===== src/rtl/bdemux_8_reg.sv =====
// Registered 1-to-8 demultiplexer with byte enables, per-register valid flags,
// a one-cycle write acknowledge and a wrapping accepted-write counter.

module bdemux_8_reg_lane #(
    parameter logic [15:0] RESET_VAL = 16'h0000
) (
    input  logic        clk,
    input  logic        rst,
    input  logic        clr,
    input  logic        wr,
    input  logic [1:0]  be,
    input  logic [15:0] d,
    output logic [15:0] q
);
    logic [15:0] q_q, q_d;

    // Clear takes effect first, so a same-cycle write lands on RESET_VAL.
    always_comb begin
        q_d = clr ? RESET_VAL : q_q;
        if (wr) begin
            if (be[1]) q_d[15:8] = d[15:8];
            if (be[0]) q_d[7:0]  = d[7:0];
        end
    end

    always_ff @(posedge clk or posedge rst) begin
        if (rst) q_q <= RESET_VAL;
        else     q_q <= q_d;
    end

    assign q = q_q;
endmodule

module bdemux_8_reg #(
    parameter logic [15:0] RESET_VAL = 16'h0000,
    parameter int          CNT_W     = 8
) (
    input  logic             clk,
    input  logic             rst,
    input  logic [2:0]       s,
    input  logic [15:0]      d,
    input  logic [1:0]       be,
    input  logic             we,
    input  logic             clr,
    output logic [15:0]      A,
    output logic [15:0]      B,
    output logic [15:0]      C,
    output logic [15:0]      D,
    output logic [15:0]      E,
    output logic [15:0]      F,
    output logic [15:0]      G,
    output logic [15:0]      H,
    output logic [7:0]       vld,
    output logic             ack,
    output logic [2:0]       ack_sel,
    output logic [CNT_W-1:0] wcnt
);
    logic [7:0][15:0] r;
    logic [7:0]       wsel;

    logic [7:0]       vld_q, vld_d;
    logic             ack_q, ack_d;
    logic [2:0]       ack_sel_q, ack_sel_d;
    logic [CNT_W-1:0] wcnt_q, wcnt_d;

    // we gates the decode so an unknown s with we=0 never reaches a lane.
    for (genvar gi = 0; gi < 8; gi++) begin : g_lane
        assign wsel[gi] = we && (s == 3'(gi));
        bdemux_8_reg_lane #(.RESET_VAL(RESET_VAL)) u_lane (
            .clk (clk),
            .rst (rst),
            .clr (clr),
            .wr  (wsel[gi]),
            .be  (be),
            .d   (d),
            .q   (r[gi])
        );
    end

    always_comb begin
        vld_d     = (clr ? 8'h00 : vld_q) | wsel;
        wcnt_d    = (clr ? '0 : wcnt_q) + {{(CNT_W-1){1'b0}}, we};
        ack_d     = we;
        ack_sel_d = we ? s : ack_sel_q;
    end

    always_ff @(posedge clk or posedge rst) begin
        if (rst) begin
            vld_q     <= 8'h00;
            ack_q     <= 1'b0;
            ack_sel_q <= 3'd0;
            wcnt_q    <= '0;
        end else begin
            vld_q     <= vld_d;
            ack_q     <= ack_d;
            ack_sel_q <= ack_sel_d;
            wcnt_q    <= wcnt_d;
        end
    end

    assign A       = r[0];
    assign B       = r[1];
    assign C       = r[2];
    assign D       = r[3];
    assign E       = r[4];
    assign F       = r[5];
    assign G       = r[6];
    assign H       = r[7];
    assign vld     = vld_q;
    assign ack     = ack_q;
    assign ack_sel = ack_sel_q;
    assign wcnt    = wcnt_q;
endmodule


===== config.mk =====
export PLATFORM = sky130hd
export DESIGN_NAME = bdemux_8_reg
export DESIGN_NICKNAME = d
export VERILOG_FILES = /design/src/rtl/bdemux_8_reg.sv
export SDC_FILE = /design/constraint.sdc
export NUM_CORES = 1
export LEC_CHECK = 0
export CORE_MARGIN = 2
export CORE_UTILIZATION = 49
export DETAILED_ROUTE_END_ITERATION = 6
export HOLD_SLACK_MARGIN = 0.02
export MAX_ROUTING_LAYER = met4
export PLACE_DENSITY = 0.85
export SYNTH_ARGS = -nofsm -noshare
export SYNTH_HDL_FRONTEND = slang
export SYNTH_SLANG_ARGS = --single-unit

===== constraint.sdc =====
create_clock -name clk -period 5.9 [get_ports clk]
set_input_delay 0.885 -clock clk [delete_from_list [all_inputs] [get_ports clk]]
set_output_delay 0.885 -clock clk [all_outputs]
set_load 0.02 [all_outputs]

==> impl_metrics.yaml, run 1 <==
outcome:
  status: "completed"
yosys:
  synth_top_area_share_pct: 56.49
  synth_compound_area_share_pct: 1.126
  yosys_most_used_dff: "dfrtp_1"
  synth.distinct_cells: 31
  async_flop_share_pct: 100.0
  synth_fa_ha_area_share_pct: 0.3817
  syn_inst: 496
  yosysTopAreaCell: "dfrtp_1"
  synth-seq-cells: 148
  seq_area_frac_synth_pct: 56.49
  synthXorXnorAreaFrac_pct: 0.4008
  synth-edff-count: 0
  syn_nets: 523
  ys_top_cells_by_area: "dfrtp_1 (56%), mux2_2 (21%), nor2b_1 (13%)"
  synth_top_family_by_area: "multiplexers"
  ys_warn_count: 0
  synthSimpleGateAreaFrac_pct: 16.60
  synth_area_sq_mm: 0.006556
  synth_mux_area_share_pct: 23.13
  syn_avg_cell_area_sq_um: 13.22
die:
  die_y_microns: 119.7
  rows: 42
  start_util_pct: 49.90
  fp.dieW_microns: 119.7
  io_pins: 173
  die_area_sq_mm: 0.01432
  core_area_sq_mm: 0.01314
setup_path:
  cp_slowest_cell: "clkdlybuf4s50_1"
  worst-path-buf-inv: 1
  rrSetupSlack_ns: 4.33
  crit_start: "we"
  cp_max_fo: 10
  crit_family: "simple AND/OR/NAND/NOR gates"
  worstReg2RegEnd: "wcnt[6]$_DFF_PP0_"
  reg2regPathDepth: 5
  crit_chain: "clkdlybuf4s50_1 > nand3b_1 > nor2_2 > mux2_2"
  rr_startpoint: "wcnt[0]$_DFF_PP0_"
  criticalPathCategory: "input port to flip-flop"
  cp-start-kind: "input port"
  cpPeakStageDelay_ns: 0.72
  endpoint_kind: "flip-flop"
  critPathArrivalTime_ns: 2.94
  endpoint: "g_lane[2].u_lane.q[1]$_DFF_PP0_"
  crit_required_ns: 6.20
  cp.depth: 4
clock_network:
  ctsRootBufferMaster: "clkbuf_16"
  cts_setup_buffers: 0
  cts_hold_repair.buffers: 0
  clk_latency_ns: 0.42
  htree_num_levels: 4
  cts_tree: "built"
  clockBufferDepth: 2
  clk_pin_slew_ns: 0.06
  cts_sinks: 148
  cts_resized: 0
  cts_buffers: 17
drt:
  vias: 4467
  viasPerCell: 5.206
  wl_per_cell_microns: 19.07
  drt_iter0_markers: 348
  ant_nets: 0
  drcViolationCount: 0
  drtPass1Iterations: 4
  wirelength_microns: 16360
global_route:
  track_usage_pct: 24.31
  grt_max_degree: 101
  grt_pass1_wl_microns: 25740
  first_global_vias: 4687
  grt_overflow_total: 0
  antenna_found_initial: 0
placed_design:
  hpwl_microns: 11040
  numPortBuffers: 172
  place_inst: 827
  place_area_sq_mm: 0.008431
  gp_congestion: 0.7776
power:
  p_total_mw: 2.418
  ir_drop_mv: 0.1314
  p_leak_nw: 4.142
  power.density_mw_per_mm2: 267.0
timing:
  worstMarginPinSlew_ns: 0.9165
  period_share_pct: 44.76
  fmaxAchievable_mhz: 378.7
  slew_violations: 0
  finClkSkew_ns: 0.002334
  hold_viol: 0
  grt_setup_unrepaired: "false"
  tns_ns: 0
  setup_viol: 0
  fin_crit_ns: 2.641
  max_slew_margin_pct: 38.90
cells_and_area:
  mostFrequentLayoutCells: "clkdlybuf4s50_1 (171), dfrtp_1 (148), nor2b_1 (131), mux2_2 (123), clkbuf_16 (17)"
  fin_nets: 697
  final_common_cell: "clkdlybuf4s50_1"
  drive_above_1_share_pct: 26.83
  layout.cells.non_filler: 858
  final_core_util_pct: 68.92
  stdcell_area_sq_mm: 0.009055
  antenna_cells: 0
  area_delta_synth_final_pct: 38.11
worst_hold_path:
  hp-class: "flip-flop to flip-flop"
job:
  drv_cap: 0
## report_power, final
| group | switching (mW) | leakage (nW) | internal, mW | total, mW |
|---|---|---|---|---|
| clock | 0.405 | 0.312 | 0.736 | 1.14 |
| sequential | 0.0155 | 2.04 | 1.04 | 1.06 |
| combinational | 0.127 | 1.79 | 0.0929 | 0.220 |
## kinds of logic (layout without fill, tap and decap cells)
kind of cell | count (synthesis) | count (layout)
AO/OA/AOI/OAI | 12 | 12
XOR/XNOR | 3 | 3
multiplexers | 132 | 132
flip-flops | 148 | 148
AND/OR/NAND/NOR | 170 | 170
adder cells (fa/ha/maj) | 2 | 2
buffers and inverters | 29 | 215
## worst reg2reg max path, stage by stage, from the launching register on
cell     delay, ns
dfrtp_1       0.36
nor2b_1       0.13
ha_1          0.27
ha_1          0.25
nand3_1       0.09
mux2_2        0.35
## synth_stat cells (2+ instances only)
cell type,instances
nor2b_1,131
a21oi_1,2
xor2_1,2
nand3_2,3
buf_2,2
nand2b_1,4
inv_1,10
nand3_1,4
dfrtp_1,148
mux2_2,123
mux2_4,8
nor2_1,4
o22ai_1,8
nand3b_1,2
clkbuf_1,15
ha_1,2
nor2_8,2
nor2_2,12
nand2_1,2
## layer usage
layer | wire, microns | track usage [%] | part of all wire, %
met5 | 0 | - | 0
met4 | 316 | 9.191 | 1.9
met3 | 839 | 5.466 | 5.1
met2 | 7909 | 37.71 | 48
met1 | 7297 | 31.51 | 45
## flip-flops by register name (all words and copies together), names as in the netlist
| register | flops |
|---|---|
| g_lane.u_lane.q | 128 |
| ack | 1 |
| ack_sel | 3 |
| wcnt | 8 |
| vld | 8 |
## worst min path at each step
stage	startpoint	to	slack, ns	depth (start not counted)
2_1_floorplan	vld[0]$_DFF_PP0_	vld[0]$_DFF_PP0_	0.62	2
3_3_place_gp	ack_sel[0]$_DFFE_PP0P_	ack_sel[0]$_DFFE_PP0P_	0.49	1
3_5_place_dp	ack_sel[1]$_DFFE_PP0P_	ack_sel[1]$_DFFE_PP0P_	0.50	1
4_1_cts	ack_sel[1]$_DFFE_PP0P_	ack_sel[1]$_DFFE_PP0P_	0.51	1
5_1_grt	ack_sel[1]$_DFFE_PP0P_	ack_sel[1]$_DFFE_PP0P_	0.53	1
6_report	ack_sel[1]$_DFFE_PP0P_	ack_sel[1]$_DFFE_PP0P_	0.51	1
## through the flow
stage          hold WS (ns)  worst slack (ns)
3_3_place_gp         0.4906             2.927
5_1_grt              0.5318             3.151
4_1_cts              0.5111             3.263
2_1_floorplan        0.6158             1.035
6_report             0.5073             3.259
3_5_place_dp         0.4983             2.824
## layout make-up
class	instances	area [sq um]
timing repair buffer	174	1734
multi-input combinational	319	2730
tap	176	220.2
inverter	10	42.54
fill	931	4083
clock inverter	10	153.9
sequential	148	3704
clock buffer	21	470.5
(Power assumes the default switching activity.)
==> inputs of run 2 (changes only) <==
--- a/config.mk
+++ b/config.mk
@@ -6,11 +6,11 @@
 export NUM_CORES = 1
 export LEC_CHECK = 0
 export CORE_MARGIN = 2
-export CORE_UTILIZATION = 49
+export CORE_UTILIZATION = 44
 export DETAILED_ROUTE_END_ITERATION = 6
 export HOLD_SLACK_MARGIN = 0.02
 export MAX_ROUTING_LAYER = met4
-export PLACE_DENSITY = 0.85
+export PLACE_DENSITY = 0.8
 export SYNTH_ARGS = -nofsm -noshare
 export SYNTH_HDL_FRONTEND = slang
 export SYNTH_SLANG_ARGS = --single-unit
==> constraint.sdc (replaced) <==
create_clock -name clk -period 2.11 [get_ports clk]
set_input_delay 0.3165 -clock clk [delete_from_list [all_inputs] [get_ports clk]]
set_output_delay 0.3165 -clock clk [all_outputs]
set_load 0.02 [all_outputs]
==> impl_metrics.yaml, run 2 (synthesis gave the netlist of run 1 again) <==
drt:
  drtPass1Iterations: 4
  drcViolationCount: 0
  wirelength_microns: 16870
  vias: 4501
  drt_iter0_markers: 212
  viasPerCell: 5.063
  wl_per_cell_microns: 18.98
  ant_nets: 0
global_route:
  first_global_vias: 4760
  grt_max_degree: 137
  grt_overflow_total: 0
  grt_pass1_wl_microns: 26750
  antenna_found_initial: 0
  track_usage_pct: 22.58
placed_design:
  hpwl_microns: 11330
  place_inst: 857
  numPortBuffers: 172
  place_area_sq_mm: 0.008742
  gp_congestion: 0.7706
clock_network:
  cts_hold_repair.buffers: 0
  clockBufferDepth: 2
  cts_buffers: 17
  clk_pin_slew_ns: 0.06
  htree_num_levels: 4
  cts_setup_buffers: 0
  clk_latency_ns: 0.42
  ctsRootBufferMaster: "clkbuf_16"
  cts_resized: 0
  cts_tree: "built"
  cts_sinks: 148
timing:
  slew_violations: 0
  max_slew_margin_pct: 60.70
  period_share_pct: 85.10
  worstMarginPinSlew_ns: 0.5894
  hold_viol: 0
  finClkSkew_ns: 0.003793
  grt_setup_unrepaired: "false"
  fin_crit_ns: 1.796
  setup_viol: 0
  tns_ns: 0
  fmaxAchievable_mhz: 556.9
setup_path:
  crit_chain: "clkdlybuf4s50_1"
  crit_family: "buffers and inverters"
  cp-start-kind: "flip-flop"
  endpoint_kind: "primary output"
  worst-path-buf-inv: 1
  cp_max_fo: 6
  critPathArrivalTime_ns: 1.48
  crit_required_ns: 1.79
  criticalPathCategory: "flip-flop to primary output"
  cp_slowest_cell: "clkdlybuf4s50_1"
  cpPeakStageDelay_ns: 0.64
die:
  fp.dieW_microns: 126.1
  start_util_pct: 45.11
  die_y_microns: 126.1
  rows: 44
  core_area_sq_mm: 0.01453
  die_area_sq_mm: 0.01589
  io_pins: 173
cells_and_area:
  antenna_cells: 0
  area_delta_synth_final_pct: 42.33
  stdcell_area_sq_mm: 0.009331
  layout.cells.non_filler: 889
  drive_above_1_share_pct: 29.22
  final_core_util_pct: 64.20
  largest_register_ffs: 128
  final_common_cell: "clkdlybuf4s50_1"
  fin_nets: 719
  mostFrequentLayoutCells: "clkdlybuf4s50_1 (171), dfrtp_1 (148), nor2b_1 (131), mux2_2 (123), clkbuf_16 (17)"
power:
  p_leak_nw: 4.260
  power.density_mw_per_mm2: 710.1
  ir_drop_mv: 0.5064
job:
  drv_cap: 0
worst_hold_path:
  hp-class: "input port to flip-flop"
outcome:
  status: "completed"
## run 2: changes by cell type in the layout (fill, tap and decap cells not counted)
cell | before | now
buf_12 | 0 | 11
buf_4 | 3 | 14
bufinv_16 | 4 | 3
clkbuf_8 | 3 | 0
clkinv_2 | 5 | 6
clkinvlp_4 | 0 | 4
## run 2: path summary, 6_finish.rpt
| check | startpoint | to | slack, ns | depth (start not counted) |
|---|---|---|---|---|
| max in group asynchronous | rst | g_lane[0].u_lane.q[1]$_DFF_PP0_ | 1.36 | 3 |
| min in group asynchronous | rst | g_lane[4].u_lane.q[10]$_DFF_PP0_ | 0.36 | 3 |
| hold / removal | clr | wcnt[4]$_DFF_PP0_ | 0.16 | 2 |
| setup reg to reg | wcnt[0]$_DFF_PP0_ | wcnt[6]$_DFF_PP0_ | 0.60 | 5 |
| hold reg to reg | ack_sel[1]$_DFFE_PP0P_ | ack_sel[1]$_DFFE_PP0P_ | 0.51 | 1 |
| setup / recovery | wcnt[2]$_DFF_PP0_ | wcnt[2] | 0.31 | 1 |
## run 2: stage by stage
| step | hold WS, ns | total power [mW] | setup WS (ns) |
|---|---|---|---|
| floorplan | 0.3479 | 3.319 | -0.06749 |
| global placement | 0.4983 | 3.644 | -0.002145 |
| detailed placement | 0.5048 | 3.663 | -0.02338 |
| CTS | 0.1515 | 6.698 | 0.3099 |
| global route | 0.1610 | 6.866 | 0.2724 |
| finish | 0.1601 | 6.626 | 0.3144 |
## run 2: final cells by class
cell class                 instances  area, sq um
clock buffer                      18        429.2
clock inverter                    14        160.2
fill                            1103         5202
inverter                          10        41.29
multi-input combinational        319         2730
sequential                       148         3704
tap                              184        230.2
timing repair buffer             196         2037
## run 2: routing by layer
layer  part of all wire (%)  track usage (%)  wire (microns)
met1                     44            29.34            7475
met5                      0                -               0
met2                     50            35.71            8486
met3                    3.7            4.588             625
met4                    1.7            7.563             286
## run 2: where the power goes
part	total, mW	internal (mW)	switching (mW)
clock	3.02	1.85	1.17
combinational	0.655	0.289	0.366
sequential	2.95	2.91	0.0416
